<file path="src/rtl/button_conditioner_pkg.sv">
// Shared constants for the button conditioner: button indices, repeat FSM states
// and the default timing at a 148.5 MHz pixel clock.
package button_conditioner_pkg;

  localparam int NUM_BTNS  = 4;
  localparam int BTN_UP    = 0;
  localparam int BTN_DOWN  = 1;
  localparam int BTN_LEFT  = 2;
  localparam int BTN_RIGHT = 3;

  localparam int TIMER_W = 27;

  localparam int DEF_DEBOUNCE_CYCLES = 1485000;
  localparam int DEF_REPEAT_DELAY    = 74250000;
  localparam int DEF_REPEAT_PERIOD   = 14850000;

  typedef enum logic [1:0] {
    ST_IDLE   = 2'd0,
    ST_HOLD   = 2'd1,
    ST_REPEAT = 2'd2
  } rep_state_e;

  function automatic int cnt_width(input int n);
    return (n > 1) ? $clog2(n) : 1;
  endfunction

endpackage

</file>
<file path="src/rtl/button_conditioner_btn_channel.sv">
// One button channel: synchroniser, debounce, press detect, auto-repeat FSM and
// the per-frame pending flag that collects move events.
module btn_channel
  import button_conditioner_pkg::*;
#(
  parameter int DEBOUNCE_CYCLES = DEF_DEBOUNCE_CYCLES,
  parameter int REPEAT_DELAY    = DEF_REPEAT_DELAY,
  parameter int REPEAT_PERIOD   = DEF_REPEAT_PERIOD
) (
  input  logic clk,
  input  logic rst,
  input  logic btn_raw,
  input  logic frame_tick,
  output logic btn_level,
  output logic btn_press,
  output logic pending
);

  localparam int DB_W = cnt_width(DEBOUNCE_CYCLES);
  localparam logic [DB_W-1:0]    DB_LAST     = DB_W'(DEBOUNCE_CYCLES - 1);
  localparam logic [TIMER_W-1:0] DELAY_LAST  = TIMER_W'(REPEAT_DELAY - 1);
  localparam logic [TIMER_W-1:0] PERIOD_LAST = TIMER_W'(REPEAT_PERIOD - 1);

  logic [1:0]         sync_q, sync_d;
  logic [DB_W-1:0]    db_cnt_q, db_cnt_d;
  logic               level_q, level_d;
  logic               press_q, press_d;
  rep_state_e         state_q, state_d;
  logic [TIMER_W-1:0] timer_q, timer_d;
  logic               pending_q, pending_d;
  logic               move_evt;

  // The counter only runs while the synchronised input disagrees with the level.
  always_comb begin
    sync_d   = {sync_q[0], btn_raw};
    level_d  = level_q;
    db_cnt_d = '0;
    if (sync_q[1] != level_q) begin
      if (db_cnt_q == DB_LAST) begin
        level_d = sync_q[1];
      end else begin
        db_cnt_d = db_cnt_q + 1'b1;
      end
    end
    press_d = level_d & ~level_q;
  end

  // A released button wins over any timer expiry in the same cycle.
  always_comb begin
    state_d  = state_q;
    timer_d  = timer_q;
    move_evt = 1'b0;
    if (!level_q) begin
      state_d = ST_IDLE;
      timer_d = '0;
    end else begin
      case (state_q)
        ST_IDLE: begin
          timer_d = '0;
          if (press_q) begin
            state_d  = ST_HOLD;
            move_evt = 1'b1;
          end
        end
        ST_HOLD: begin
          if (timer_q == DELAY_LAST) begin
            state_d  = ST_REPEAT;
            timer_d  = '0;
            move_evt = 1'b1;
          end else begin
            timer_d = timer_q + 1'b1;
          end
        end
        ST_REPEAT: begin
          if (timer_q == PERIOD_LAST) begin
            timer_d  = '0;
            move_evt = 1'b1;
          end else begin
            timer_d = timer_q + 1'b1;
          end
        end
        default: begin
          state_d = ST_IDLE;
          timer_d = '0;
        end
      endcase
    end
    pending_d = frame_tick ? move_evt : (pending_q | move_evt);
  end

  always_ff @(posedge clk or posedge rst) begin
    if (rst) begin
      sync_q    <= '0;
      db_cnt_q  <= '0;
      level_q   <= 1'b0;
      press_q   <= 1'b0;
      state_q   <= ST_IDLE;
      timer_q   <= '0;
      pending_q <= 1'b0;
    end else begin
      sync_q    <= sync_d;
      db_cnt_q  <= db_cnt_d;
      level_q   <= level_d;
      press_q   <= press_d;
      state_q   <= state_d;
      timer_q   <= timer_d;
      pending_q <= pending_d;
    end
  end

  assign btn_level = level_q;
  assign btn_press = press_q;
  assign pending   = pending_q;

endmodule

</file>
<file path="src/rtl/button_conditioner.sv">
// Four debounced, auto-repeating buttons turned into frame-aligned move strobes;
// opposing directions requested in the same frame cancel each other.
module button_conditioner
  import button_conditioner_pkg::*;
#(
  parameter int DEBOUNCE_CYCLES = DEF_DEBOUNCE_CYCLES,
  parameter int REPEAT_DELAY    = DEF_REPEAT_DELAY,
  parameter int REPEAT_PERIOD   = DEF_REPEAT_PERIOD
) (
  input  logic                clk,
  input  logic                rst,
  input  logic [NUM_BTNS-1:0] btn_raw,
  input  logic                frame_tick,
  output logic [NUM_BTNS-1:0] btn_level,
  output logic [NUM_BTNS-1:0] btn_press,
  output logic [NUM_BTNS-1:0] move_req
);

  logic [NUM_BTNS-1:0] pending;
  logic [NUM_BTNS-1:0] move_req_q, move_req_d;

  for (genvar i = 0; i < NUM_BTNS; i++) begin : g_chan
    btn_channel #(
      .DEBOUNCE_CYCLES(DEBOUNCE_CYCLES),
      .REPEAT_DELAY   (REPEAT_DELAY),
      .REPEAT_PERIOD  (REPEAT_PERIOD)
    ) u_chan (
      .clk       (clk),
      .rst       (rst),
      .btn_raw   (btn_raw[i]),
      .frame_tick(frame_tick),
      .btn_level (btn_level[i]),
      .btn_press (btn_press[i]),
      .pending   (pending[i])
    );
  end

  always_comb begin
    move_req_d = '0;
    if (frame_tick) begin
      move_req_d[BTN_UP]    = pending[BTN_UP]    & ~pending[BTN_DOWN];
      move_req_d[BTN_DOWN]  = pending[BTN_DOWN]  & ~pending[BTN_UP];
      move_req_d[BTN_LEFT]  = pending[BTN_LEFT]  & ~pending[BTN_RIGHT];
      move_req_d[BTN_RIGHT] = pending[BTN_RIGHT] & ~pending[BTN_LEFT];
    end
  end

  always_ff @(posedge clk or posedge rst) begin
    if (rst) begin
      move_req_q <= '0;
    end else begin
      move_req_q <= move_req_d;
    end
  end

  assign move_req = move_req_q;

endmodule
</file>
<file path="config.mk">
export PLATFORM = sky130hd
export DESIGN_NAME = button_conditioner
export DESIGN_NICKNAME = d
export VERILOG_FILES = /design/src/rtl/button_conditioner_pkg.sv /design/src/rtl/button_conditioner_btn_channel.sv /design/src/rtl/button_conditioner.sv
export SDC_FILE = /design/constraint.sdc
export NUM_CORES = 1
export LEC_CHECK = 0
export ABC_AREA = 1
export CELL_PAD_IN_SITES_DETAIL_PLACEMENT = 2
export CELL_PAD_IN_SITES_GLOBAL_PLACEMENT = 2
export CORE_MARGIN = 4
export CORE_UTILIZATION = 30
export DETAILED_ROUTE_END_ITERATION = 16
export PLACE_DENSITY_LB_ADDON = 0.1
export SETUP_SLACK_MARGIN = 0.02
export SYNTH_ARGS = -nofsm -noshare
export SYNTH_HDL_FRONTEND = slang
export SYNTH_SLANG_ARGS = --single-unit
export TNS_END_PERCENT = 50
</file>
<file path="constraint.sdc">
create_clock -name clk -period 7.6 [get_ports clk]
set_input_delay 1.52 -clock clk [delete_from_list [all_inputs] [get_ports clk]]
set_output_delay 1.52 -clock clk [all_outputs]
set_load 0.05 [all_outputs]
</file>
After elaboration in Yosys (flattened, before gate mapping):

Cells that the tools add are included.

* $add $sub $neg: 8
* equal/unequal tests: 36
* mux-type cells: 73
* bitwise operators: 20
* reduce and logical (&&, ||, !) cells: 8

Operator list (count)
* two-way mux 27 bit: 12
* one-hot mux 27 bit (2 select lines): 4
* two-way mux 21 bit: 8
* adder 27 x 1 -> 27 bit (second input constant): 4
* equality test 27 x 24 -> 1 bit (second input constant): 4
* equality test 27 bit (second input constant): 4
* adder 21 x 1 -> 21 bit (second input constant): 4
* equality test 21 bit (second input constant): 4
* two-way mux 1 bit: 28
* two-way mux 2 bit: 12
* inequality test 3 bit (second input constant): 8
* one-hot mux 2 bit (3 select lines): 4
* one-hot mux 1 bit (3 select lines): 4
* AND reduction 3 bit: 4
* bitwise AND 1 bit: 8
* equality test 2 x 1 -> 1 bit (second input constant): 4
* equality test 2 bit (second input constant): 4
* zero test 2 bit: 4
* inequality test 2 bit (second input constant): 4
* NOT 1 bit: 8
* two-way mux 4 bit: 1
* inequality test 1 bit: 4
* bitwise OR 1 bit: 4

* flip-flop bits (word level): 224
* input bits: 7
* output and inout bits: 12
* logic and storage cells: 174

Longest topological paths before layout:

* depth after elaboration: 6
* gate-level depth with buffers: 11
* depth with buffers taken out: 10

By module:

Synthesis repeated with hierarchy kept, for this count alone.

* cells, all modules: 1874
* area total of the unflattened synthesis: 13589.3 um2

Modules (own cells, without submodules)
* btn_channel (g_chan[0].u_chan ...): instances 3, cells an instance 466, area each 3372.0 um2, sequential area each 1376.3 um2
* btn_channel (g_chan[3].u_chan): instances 1, cells an instance 463, area each 3339.5 um2, sequential area each 1376.3 um2
* button_conditioner: instances 1, cells an instance 13, area each 133.9 um2, sequential area each 100.1 um2

Least setup slack after synthesis:

No wires, ideal clock.

* kind: register to output
* start point: register g_chan[2].u_chan.level_q
* end point: output port btn_level[2]
* arrival: 632 ps
* required time: 6080 ps
* path slack: 5448 ps
* cell stages (with the launch flop): 2
* path buffers: 1
* path through: dfrtp_1 buf_4

RTL lines
* start, declared: RTL line button_conditioner_btn_channel.sv:26 `logic level_q, level_d;`
* start signal, assigned: RTL line button_conditioner_btn_channel.sv:103 `level_q <= level_d;`
* end, declared: RTL line button_conditioner.sv:14 `output logic [NUM_BTNS-1:0] btn_level,`

No word-level cell between the ends.

Worst setup path in the final report:

* start point: register g_chan[0].u_chan.level_q
* end point: output port btn_level[0]

RTL lines (RTL line)
* start, declared: button_conditioner_btn_channel.sv:26
* start signal, assigned: button_conditioner_btn_channel.sv:103

No word-level cell between the ends.

==> metrics.txt <==
Antenna Nets Post-Route=0; Reg clk slew, reported paths=~0.05 ns; FF-to-FF setup slack=approximately 5.5 ns; Pleak=a little under 6 nW; Core Region=42300 µm²; layout cell share with drive strength beyond 1=0.0689; pin slew with the least headroom to its limit=a little over 0.9 ns; RSZ-0062 raised after global routing=no; Syn Area/Cell=roughly 7.4 µm²; clock share of power=0.532; crit path from=g_chan[0].u_chan.btn_level$_DFF_PP0_; diode count=0; Hold Crit Start=g_chan[2].u_chan.sync_q[0]$_DFF_PP0_; Rows=75; Rel. slew slack=0.380; Iter 0 DRT Violations=406; PostCTS Resize Cnt=0; kind of critical path=flip-flop to output port; period utilization=0.479; starting density of the core=0.306; accumulated negative setup slack=0 ns; final WL=37.7 mm; Via density=4.72; clock sinks=224; Worst EP required=6.08 ns; PortBufs=18; final setup violation count=0; IO Count=19; critical path capture point type=output port; post-route minimum period=around 3.6 ns; R2R depth=10; P_int=2.09 mW; CP peak stage delay=between 1 and 1.5 ns; overall power=2.69 mW; antenna violations before repair=0; drt drc=0; WL/cell=15.8 µm; Hold WS=about 0.35 ns; Nets=roughly 1800; maxcap violations=0; final clock skew=between 0.01 and 0.015 ns; fin area=roughly 15000 µm²; placed cells=2324; Worst IR Drop VDD=roughly 0.00012 V; worst r2r src=g_chan[3].u_chan.timer_q[0]$_DFF_PP0_; critical path's slowest cell=clkdlybuf4s50_1; clock buffer depth=3; non-filler cells, final=roughly 2400; Chip Width=216 µm; mapped cell area=12900 µm²; status=finished, final reports clean; Hold Buf Count CTS=0; postcts setup bufs=0; CP delay by family, top=buffers and inverters; max-slew violations=0; worst skew pair latency=0.57 ns; height of the die=216 µm; FMAX=274 MHz; Critical Path AT=2.12 ns; RePlAce Congestion=0.755; commonest cells after routing, fill and taps aside=nand2_1, nor2_1, dfrtp_1; worst-path cell chain=clkdlybuf4s50_1; Yosys Warn Count=0; DRT Pass-1 Iters=6; die footprint=46500 µm²; largest net degree at the start of global routing=162; Final HPWL DP=27.6 mm; Max Fanout on Critical Path=11; NetSw=~0.60 mW; Comb pwr share=0.020; CTS buffer count=30; commonest non-fill, non-tap cell in the layout=nand2_1; Via Count=11200; sequential share of power=0.449; TritonCTS clock tree=built; hold worst-path end=g_chan[2].u_chan.sync_q[1]$_DFF_PP0_; Placed Area=approximately 14000 µm²; first-pass GRT wire length=63.4 mm; CP Buf/Inv Count=1; Post-Synthesis Cells=about 1700; flops & latches, synth=roughly 220; Root Buffer=clkbuf_16; reg2reg end=g_chan[3].u_chan.timer_q[22]$_DFF_PP0_; startpoint types=flip-flop; sw frac=0.225; Hold Crit Class=flip-flop to flip-flop; Final Hold Fails=0; htree depth=1; area growth from synthesis to layout=13.4%; post-synth cell types=33; Global Route Usage Sum=0.162; cell area power density=between 150 and 200 nW/µm²; syn_nets=roughly 1800; vias in the first global route=12300; Cells on Worst Hold Path=0; post-synthesis sequential area ratio=0.433; total gr overflow=0
## power groups by stage
stage	sequential, mW	clock [mW]	combinational, mW
after floorplan	1.23	0	0.0342
final	1.21	1.43	0.0531
after detailed placement	1.23	0	0.0571
after CTS	1.21	1.49	0.0574
after global placement	1.23	0	0.0559
after global routing	1.21	1.55	0.0640
## logic make-up (layout without fill, tap and decap cells)
kind of cell / after synthesis / after routing / share of synthesized area
simple gates: 1116 / 1116 / 0.377
buf+inv: 230 / 283 / 0.0756
flops: 224 / 224 / 0.433
xor+xnor: 98 / 98 / 0.0663
compound gates: 52 / 52 / 0.0215
fa+ha+maj: 28 / 28 / 0.0271
## cells in the mapped netlist
cell type    n  share of area
o21ai_0     16         0.0062
dfrtp_1    224           0.43
a31oi_1      4         0.0019
and2_1       2        0.00097
ha_1        28          0.027
o21ai_1      3         0.0012
nand2_2     10         0.0048
nor2_1     375           0.11
xnor2_1     21          0.014
buf_6        5         0.0043
nand2_8      1         0.0015
nor3b_1      6         0.0035
a21oi_1     24         0.0093
nor3_1      59          0.023
nand3_2      6         0.0046
nor2_4       4         0.0035
clkbuf_1     2        0.00058
nand2_4      4         0.0035
nand3_1    117          0.045
buf_8        1         0.0012
nor4_1       4         0.0019
nor3_2       1        0.00077
nand2_1    415           0.12
buf_12       2         0.0031
buf_2        3         0.0012
buf_4        8         0.0046
xor2_1      77          0.052
o21bai_1     5         0.0029
nand3b_1     2         0.0012
and3_1       1        0.00048
nor2_2      50          0.024
nand4_1     59          0.029
inv_1      209          0.061
## cell type report
class | instances | area (µm²)
Timing Repair Buffer | 20 | 208
Multi-Input combinational cell | 1294 | 6360
Inverter | 209 | 788
Clock inverter | 7 | 85.1
Tap cell | 577 | 722
Sequential cell | 224 | 5610
Fill cell | 5012 | 27600
Clock buffer | 47 | 906
## registers in the layout, indices dropped and copies added (netlist names)
name                     cells
g_chan.u_chan.btn_level      4
g_chan.u_chan.btn_press      4
g_chan.u_chan.db_cnt_q      84
g_chan.u_chan.pending        4
g_chan.u_chan.state_q        8
g_chan.u_chan.sync_q         8
g_chan.u_chan.timer_q      108
move_req                     4
## worst max path at each step
stage / cells after the start / slack [ns] / to
after floorplan: 1 / 3.16 / g_chan[0].u_chan.btn_level$_DFF_PP0_
after global placement: 4 / 3.81 / g_chan[2].u_chan.db_cnt_q[7]$_DFF_PP0_
after detailed placement: 4 / 3.79 / g_chan[2].u_chan.db_cnt_q[9]$_DFF_PP0_
after CTS: 1 / 3.91 / btn_level[0]
after global routing: 1 / 3.86 / btn_level[0]
final: 1 / 3.96 / btn_level[0]
## through the flow
stage                     setup slack (ns)  utilization
after detailed placement              3.79        0.323
after CTS                             3.91        0.347
final                                 3.96        0.347
after global routing                  3.86        0.347
after floorplan                       3.16            -
after global placement                3.81        0.323
## metal layers
| layer | up-vias | global-route usage | share of wire |
|---|---|---|---|
| met3 | 36 | 0.0218 | 0.022 |
| met4 | 0 | 0.0273 | 0.016 |
| met1 | 5601 | 0.227 | 0.50 |
| met2 | 64 | 0.274 | 0.46 |
| li1 | 5530 | - | - |
| met5 | - | 0 | 0 |
(Power assumes the default switching activity.)
